<file path="config.mk">
export PLATFORM = sky130hd
export DESIGN_NAME = fxp_accumulator_flat
export DESIGN_NICKNAME = d
export VERILOG_FILES = /design/src/rtl/fxp_accumulator_if.sv /design/src/rtl/fxp_accumulator.sv /design/src/flat_wrapper.sv
export SDC_FILE = /design/constraint.sdc
export NUM_CORES = 1
export LEC_CHECK = 0
export CAP_MARGIN = 30
export CELL_PAD_IN_SITES_DETAIL_PLACEMENT = 0
export CELL_PAD_IN_SITES_GLOBAL_PLACEMENT = 1
export CORE_UTILIZATION = 47
export CTS_BUF_LIST = sky130_fd_sc_hd__clkbuf_8
export CTS_CLUSTER_DIAMETER = 30
export DETAILED_ROUTE_END_ITERATION = 12
export PLACE_DENSITY = 0.92
export SYNTH_ARGS = -nofsm -noshare
export SYNTH_HDL_FRONTEND = slang
export SYNTH_SLANG_ARGS = --single-unit
</file>
<file path="constraint.sdc">
create_clock -name clk -period 9 [get_ports clk]
set_input_delay 1.35 -clock clk [delete_from_list [all_inputs] [get_ports clk]]
set_output_delay 1.35 -clock clk [all_outputs]
set_load 0.01 [all_outputs]
</file>
<file path="src/rtl/fxp_accumulator_if.sv">
// Operand and result valid/ready streams of the fixed-point accumulator.
// Handshake rule: a beat transfers on a rising clk edge where valid && ready; a
// source holds valid and its payload stable until that edge, and ready may be
// driven independently of valid.
interface fxp_accumulator_if #(
  parameter int N = 32
);
  logic         in_valid;
  logic         in_ready;
  logic [N-1:0] in_data;
  logic         out_valid;
  logic         out_ready;
  logic [N-1:0] out_data;
  logic         out_overflow;

  modport master (
    output in_valid, in_data, out_ready,
    input  in_ready, out_valid, out_data, out_overflow
  );

  modport slave (
    input  in_valid, in_data, out_ready,
    output in_ready, out_valid, out_data, out_overflow
  );
endinterface

</file>
<file path="src/rtl/fxp_accumulator.sv">
// Streaming signed accumulator: sums each group of COUNT operands with optional
// saturation and presents the result plus a sticky overflow flag downstream.
module fxp_accumulator #(
  parameter int N        = 32,
  parameter int COUNT    = 4,
  parameter bit SATURATE = 1'b1
) (
  input  logic              clk,
  input  logic              rst_n,
  input  logic              clear,
  fxp_accumulator_if.slave  bus,
  output logic              dbg_state_o
);
  localparam int CW = (COUNT > 1) ? $clog2(COUNT) : 1;

  typedef enum logic {ACCUM = 1'b0, HOLD = 1'b1} state_t;

  state_t       state_q;
  logic [N-1:0] acc_q;
  logic [CW-1:0] cnt_q;
  logic         ovf_q;
  logic         in_ready_q;
  logic         out_valid_q;
  logic [N-1:0] out_data_q;
  logic         out_ovf_q;

  logic [N:0]   sum;
  logic         add_ovf;
  logic [N-1:0] acc_d;
  logic         ovf_d;
  logic         xfer;
  logic         last;

  // One extra bit of headroom makes overflow visible as a sign mismatch.
  assign sum     = {acc_q[N-1], acc_q} + {bus.in_data[N-1], bus.in_data};
  assign add_ovf = sum[N] ^ sum[N-1];
  assign ovf_d   = ovf_q | add_ovf;
  assign xfer    = bus.in_valid && in_ready_q;
  assign last    = (cnt_q == CW'(COUNT - 1));

  always_comb begin
    acc_d = sum[N-1:0];
    if (SATURATE && add_ovf) begin
      acc_d = sum[N] ? {1'b1, {(N-1){1'b0}}} : {1'b0, {(N-1){1'b1}}};
    end
  end

  always_ff @(posedge clk or negedge rst_n) begin
    if (!rst_n) begin
      state_q     <= ACCUM;
      acc_q       <= '0;
      cnt_q       <= '0;
      ovf_q       <= 1'b0;
      in_ready_q  <= 1'b0;
      out_valid_q <= 1'b0;
      out_data_q  <= '0;
      out_ovf_q   <= 1'b0;
    end else if (clear) begin
      state_q     <= ACCUM;
      acc_q       <= '0;
      cnt_q       <= '0;
      ovf_q       <= 1'b0;
      in_ready_q  <= 1'b1;
      out_valid_q <= 1'b0;
    end else begin
      case (state_q)
        ACCUM: begin
          // in_ready comes up on the first edge after reset release.
          in_ready_q <= 1'b1;
          if (xfer) begin
            if (last) begin
              out_data_q  <= acc_d;
              out_ovf_q   <= ovf_d;
              out_valid_q <= 1'b1;
              in_ready_q  <= 1'b0;
              acc_q       <= '0;
              cnt_q       <= '0;
              ovf_q       <= 1'b0;
              state_q     <= HOLD;
            end else begin
              acc_q <= acc_d;
              ovf_q <= ovf_d;
              cnt_q <= cnt_q + CW'(1);
            end
          end
        end
        HOLD: begin
          if (out_valid_q && bus.out_ready) begin
            out_valid_q <= 1'b0;
            in_ready_q  <= 1'b1;
            state_q     <= ACCUM;
          end
        end
        default: state_q <= ACCUM;
      endcase
    end
  end

  assign bus.in_ready     = in_ready_q;
  assign bus.out_valid    = out_valid_q;
  assign bus.out_data     = out_data_q;
  assign bus.out_overflow = out_ovf_q;
  assign dbg_state_o      = state_q;
endmodule

</file>
<file path="src/flat_wrapper.sv">
// flat-port wrapper written by rule: the top's interface ports become plain ports
module fxp_accumulator_flat 
#(
  parameter int N        = 32,
  parameter int COUNT    = 4,
  parameter bit SATURATE = 1'b1
)
  (clk, rst_n, clear, dbg_state_o, bus_in_valid, bus_in_data, bus_out_ready, bus_in_ready, bus_out_valid, bus_out_data, bus_out_overflow);
  fxp_accumulator_if #(.N(N)) bus_i ();
  input  logic clk;
  input  logic rst_n;
  input  logic clear;
  output logic dbg_state_o;
  input wire logic [$bits(bus_i.in_valid)-1:0] bus_in_valid;
  input wire logic [$bits(bus_i.in_data)-1:0] bus_in_data;
  input wire logic [$bits(bus_i.out_ready)-1:0] bus_out_ready;
  output wire logic [$bits(bus_i.in_ready)-1:0] bus_in_ready;
  output wire logic [$bits(bus_i.out_valid)-1:0] bus_out_valid;
  output wire logic [$bits(bus_i.out_data)-1:0] bus_out_data;
  output wire logic [$bits(bus_i.out_overflow)-1:0] bus_out_overflow;
  assign bus_i.in_valid = bus_in_valid;
  assign bus_i.in_data = bus_in_data;
  assign bus_i.out_ready = bus_out_ready;
  assign bus_in_ready = bus_i.in_ready;
  assign bus_out_valid = bus_i.out_valid;
  assign bus_out_data = bus_i.out_data;
  assign bus_out_overflow = bus_i.out_overflow;
  fxp_accumulator #(.N(N), .COUNT(COUNT), .SATURATE(SATURATE)) u_core (.clk(clk), .rst_n(rst_n), .clear(clear), .bus(bus_i), .dbg_state_o(dbg_state_o));
endmodule
</file>
Word-level counts from Yosys, hierarchy flattened
Index checks and enable logic that the tools add are counted.
{ "totals": {"output_inout_bits": 36, "ff_bits": 71} }
{ "classes": {"eq_ne": 5, "addsub": 2, "muxes": 29, "bitwise_logic": 4, "reduce_logical": 6} }
{ "ops": {"columns": ["operator", "n"], "rows": [
  ["32-bit two-way mux", 6],
  ["32-bit by 32-bit adder with 33-bit output", 1],
  ["1-bit two-way mux", 16],
  ["2-bit two-way mux", 4],
  ["3-bit by 2-bit != test with 1-bit output, second input constant", 2],
  ["1-bit case mux with 2 select lines", 3],
  ["4-bit AND reduction", 1],
  ["3-bit != test, second input constant", 1],
  ["3-bit AND reduction", 1],
  ["2-bit by 1-bit adder with 2-bit output, second input constant", 1],
  ["2-bit == test, second input constant", 1],
  ["1-bit logical AND", 2],
  ["2-bit != test, second input constant", 1],
  ["1-bit inverter", 2],
  ["2-bit AND reduction", 1],
  ["2-bit nonzero test", 1],
  ["1-bit bitwise OR", 1],
  ["1-bit XOR", 1]
]} }

Depth between registers and ports, before layout
{ "depth": {"word_depth": 7, "depth_mapped": 13, "ltp_nobuf": 10} }

Worst setup path before layout
Ideal clock, no wire load.
{ "synth_timing": {"path_kind": "input to register", "startpoint": "input port bus_in_data[0]", "endpoint": "register u_core.acc_q[14]", "n_path_buf": 2, "t_arrival_ns": 3.967, "t_required_ns": 8.874, "setup_slack_ns": 4.907, "path_stages": 12, "path_cell_list": "ha_1 > fa_1 > a211oi_2 > nor3_2 > o211ai_2 > a2111oi_0 > or3b_1 > buf_4 > a21oi_4 > o2bb2ai_2 > buf_6 > a221o_1"} }
{ "synth_between": {"elab_chain_len": 7, "elab_cells_between_ends": 8, "classes_between": "add/sub (1); mux (6); bitwise (1)"} }
{ "synth_rtl": {"columns": ["element", "line_no", "rtl"], "rows": [
  ["start: declaration", "flat_wrapper.sv:15", "input wire logic [$bits(bus_i.in_data)-1:0] bus_in_data;"],
  ["32-bit by 32-bit adder with 33-bit output *", "fxp_accumulator.sv:35", "assign sum = {acc_q[N-1], acc_q} + {bus.in_data[N-1], bus.in_data};"],
  ["32-bit two-way mux or 1-bit XOR (tied branches)", "fxp_accumulator.sv:44, fxp_accumulator.sv:36", null],
  ["32-bit two-way mux *", "fxp_accumulator.sv:43", "if (SATURATE && add_ovf) begin"],
  ["32-bit two-way mux *", "fxp_accumulator.sv:71", "if (last) begin"],
  ["32-bit two-way mux *", "fxp_accumulator.sv:70", "if (xfer) begin"],
  ["32-bit two-way mux *", "fxp_accumulator.sv:66", "case (state_q)"],
  ["32-bit two-way mux *", "fxp_accumulator.sv:58", "end else if (clear) begin"],
  ["end signal: assignment", "fxp_accumulator.sv:60", "acc_q <= '0;"],
  ["end signal: assignment", "fxp_accumulator.sv:76", "acc_q <= '0;"],
  ["end signal: assignment", "fxp_accumulator.sv:81", "acc_q <= acc_d;"],
  ["end: declaration", "fxp_accumulator.sv:19", "logic [N-1:0] acc_q;"]
]} }
Mark *: on every way between the ends. The rest lies on a longest branch, timed or not. The select of a mux whose other input is x is not followed.
A chain may end at the register's enable or synchronous reset.

Worst setup path in the final report
{ "layout_timing": {"startpoint": "input port bus_in_data[0]", "endpoint": "register u_core.out_data_q[22] (netlist: u_core.bus.out_data[22])"} }
{ "layout_between": {"elab_chain_len": 3, "elab_cells_between_ends": 4, "classes_between": "add/sub (1); mux (2); bitwise (1)"} }
{ "layout_rtl": {"columns": ["element", "line_no", "rtl"], "rows": [
  ["32-bit by 32-bit adder with 33-bit output *", "fxp_accumulator.sv:35", null],
  ["32-bit two-way mux or 1-bit XOR (tied branches)", "fxp_accumulator.sv:44, fxp_accumulator.sv:36", null],
  ["32-bit two-way mux *", "fxp_accumulator.sv:43", null],
  ["end signal: assignment", "fxp_accumulator.sv:56", "out_data_q <= '0;"],
  ["end signal: assignment", "fxp_accumulator.sv:72", "out_data_q <= acc_d;"],
  ["end: declaration", "fxp_accumulator.sv:24", "logic [N-1:0] out_data_q;"]
]} }
Mark *: on every way between the ends. The rest lies on a longest branch, timed or not.

==> metrics.cfg <==
[placement]
port_buffers=72
dpl_cell_area_um2=5593
gp_congestion=0.8768
hpwl_um=9855
placed_cells=683

[grt]
antenna_found_initial=0
grt_pass1_wl_um=22060
grt_max_degree=72
grt_pass1_vias=4244
track_usage_pct=25.78
grt_overflow=0

[worst_setup_path]
slowest_delay_ns=0.56
path_max_fanout=17
critPathRequiredTime_ns=9.21
worst_setup_path_start_kind=input pin
cp_cell_sequence=clkdlybuf4s50_1, ha_1, fa_1, a211oi_2, nor3_2, o211ai_2, a2111oi_0, or3b_1, a21oi_4, a2bb2oi_1, o21ai_0
worstPathArrival_ns=4.96
slowest_stage=a2bb2oi_1
setup.worst_path.end_class=flip-flop
critical_path_class=input pin to flip-flop

[hold_path]
hold_class=flip-flop to flip-flop

[synthesis]
synth_ff_type=dfrtp_1
ys_seq_area_share_pct=36.65
syn-num-nets=577
synth_seq_cells=71
syn_inst=506
syn_avg_cell_area_um2=9.579
synthArstFlopShare_pct=100.0
yosys_warnings=0
synth_area_um2=4847
synth_cell_type_count=66
synth_edf_count=0

[detailed_routing]
wl_um=13350
vias=4312
wl_per_cell_um=19.09
drc=0
ant_nets=0
drt-initial-drc-count=205
first_pass_iters=4
viasPerCell=6.169

[floorplan]
rows=36
fp.dieH_um=103.6
die_w_um=103.6
fp.dieArea_um2=10720
start_util_pct=49.14
coreArea_um2=9864
ios=73

[flow_run]
max-cap-violations=0

[power_and_ir_drop]
p_int_uw=1088
p_sw_share_pct=42.79
power_density_nw_per_um2=326.7
clock_power_share_pct=15.8
vdd_ir_drop_max_mv=0.1278
p_sw_uw=814.0
combPwrFrac_pct=56.6
p_leak_uw=0.002626
seq_power_share_pct=27.7

[timing]
drv_slew=0
grt_setup_unrepaired=false
skew_ns=0.01636
period_needed_ns=4.745
holdWs_ns=0.4925
fmax_ghz=0.2107
tns_ns=0
hold_viol_final=0
post-route-period-util_pct=52.73
worst_pin_slew_ns=0.9534
max_slew_margin_pct=35.60
setup-violations-final=0

[clock_tree]
clockBufferDepth=2
numCtsBuffers=9
cts_sinks=71
hold_buffers=0
cts-root-buf=clkbuf_8
cts_tree=yes
h-tree-depth=3
postCtsSetupBuffers=0
cts_resized=0
clk_latency_ns=0.36
clkTransAtPathRegs_ns=0.09

[layout]
nets=632
stdcell_count=699
fill_cells=866
syn_to_final_growth_pct=20.13
utilization_pct=59.03
drive_gt1_share_pct=6.714
diodes=0
final_cell_area_um2=5823

[outcome]
status=finished clean

-- power by group through the flow --
stage                     registers [uW]  clock network (uW)  logic, uW
final                                526                 300       1080
after CTS                            525                 304       1070
after global routing                 540                 315       1180
after global placement               527                   0       1050
after floorplan                      535                   0        714
after detailed placement             530                   0       1060
-- layout by cell type (no fill, tap or decap), types with 12 or more instances in the layout --
cell              n
a22o_1           13
nor3_1           16
a21oi_1          25
a221o_1          32
dfrtp_1          71
nand2_1          47
a21o_1           12
nor2_1           23
xnor2_1          13
inv_1            13
ha_1             33
o21ai_0          32
clkdlybuf4s50_1  71
-- flip-flops by register name, summed over array words and instances, names as in the netlist --
register	cells
u_core.cnt_q	2
u_core.dbg_state_o	1
u_core.bus.out_data	32
u_core.bus.out_valid	1
u_core.bus.in_ready	1
u_core.ovf_q	1
u_core.acc_q	32
u_core.bus.out_overflow	1
-- layer usage --
layer  part of all wire [%]  GRT usage [%]
met1                     46          35.13
met2                     46          41.13
met3                    5.7          4.279
met4                    2.5          9.731
met5                      0              0
-- path summary, 6_finish.rpt --
path | from | endpoint | slack [ns] | cells past startpoint
setup / recovery | bus_in_data[0] | u_core.bus.out_data[22] | 4.25 | 11
hold / removal | u_core.acc_q[22] | u_core.acc_q[22] | 0.49 | 2
setup reg to reg | u_core.acc_q[0] | u_core.bus.out_data[22] | 5.28 | 10
hold reg to reg | u_core.acc_q[22] | u_core.acc_q[22] | 0.49 | 2
max in group asynchronous | rst_n | u_core.bus.out_data[0] | 7.22 | 2
min in group asynchronous | rst_n | u_core.acc_q[15] | 1.19 | 2
-- cell type report --
class                           instances  area, um2  share of cell area, %
Clock buffer                           10      137.6                  2.364
Inverter                               13      48.80                 0.8380
Sequential cell                        71       1777                  30.51
Clock inverter                          6      92.59                  1.590
Multi-Input combinational cell        391       2863                  49.16
Timing Repair Buffer                   75      738.2                  12.68
Tap cell                              133      166.4                  2.858
-- per-stage QoR --
step | total power [uW] | worst slack [ns]
global placement | 1575 | 3.990
finish | 1902 | 4.255
global route | 2041 | 3.974
CTS | 1900 | 4.278
floorplan | 1249 | 4.907
detailed placement | 1591 | 3.906
-- worst max-delay path: cells and delay by family --
family                     cells  cell delay (ns)
AOI/OAI and AO/OA              6             1.86
and+or+nand+nor                2             0.65
buffers and inverters          1             0.41
adders and majority gates      2             0.67
-- synthesized netlist by cell type (7+ instances only) --
cell	number	area [um2]
a21oi_1	25	125.1
nand4_1	7	43.79
o21ai_0	32	160.2
xor2_1	11	96.34
ha_1	33	412.9
dfrtp_1	71	1777
nor3_1	16	80.08
a22o_1	13	113.9
nor2_1	23	86.33
and3_1	10	62.56
clkbuf_1	13	48.80
o211ai_1	7	52.55
a221o_1	32	320.3
nand2_1	47	176.4
buf_2	10	50.05
nand3_1	11	55.05
xnor2_1	13	113.9
inv_1	13	48.80
a21o_1	12	90.09
-- cells by family (layout without fill, tap and decap cells) --
| logic type | count (synthesis) | after routing | share of synthesized area (%) |
|---|---|---|---|
| fa+ha+maj | 34 | 34 | 8.931 |
| buf+inv | 44 | 104 | 4.337 |
| simple gates | 142 | 142 | 14.66 |
| mux | 2 | 2 | 0.4130 |
| flops | 71 | 71 | 36.65 |
| compound gates | 189 | 189 | 30.67 |
| xor+xnor | 24 | 24 | 4.337 |
Note: power is estimated with default switching activity, not from simulation.
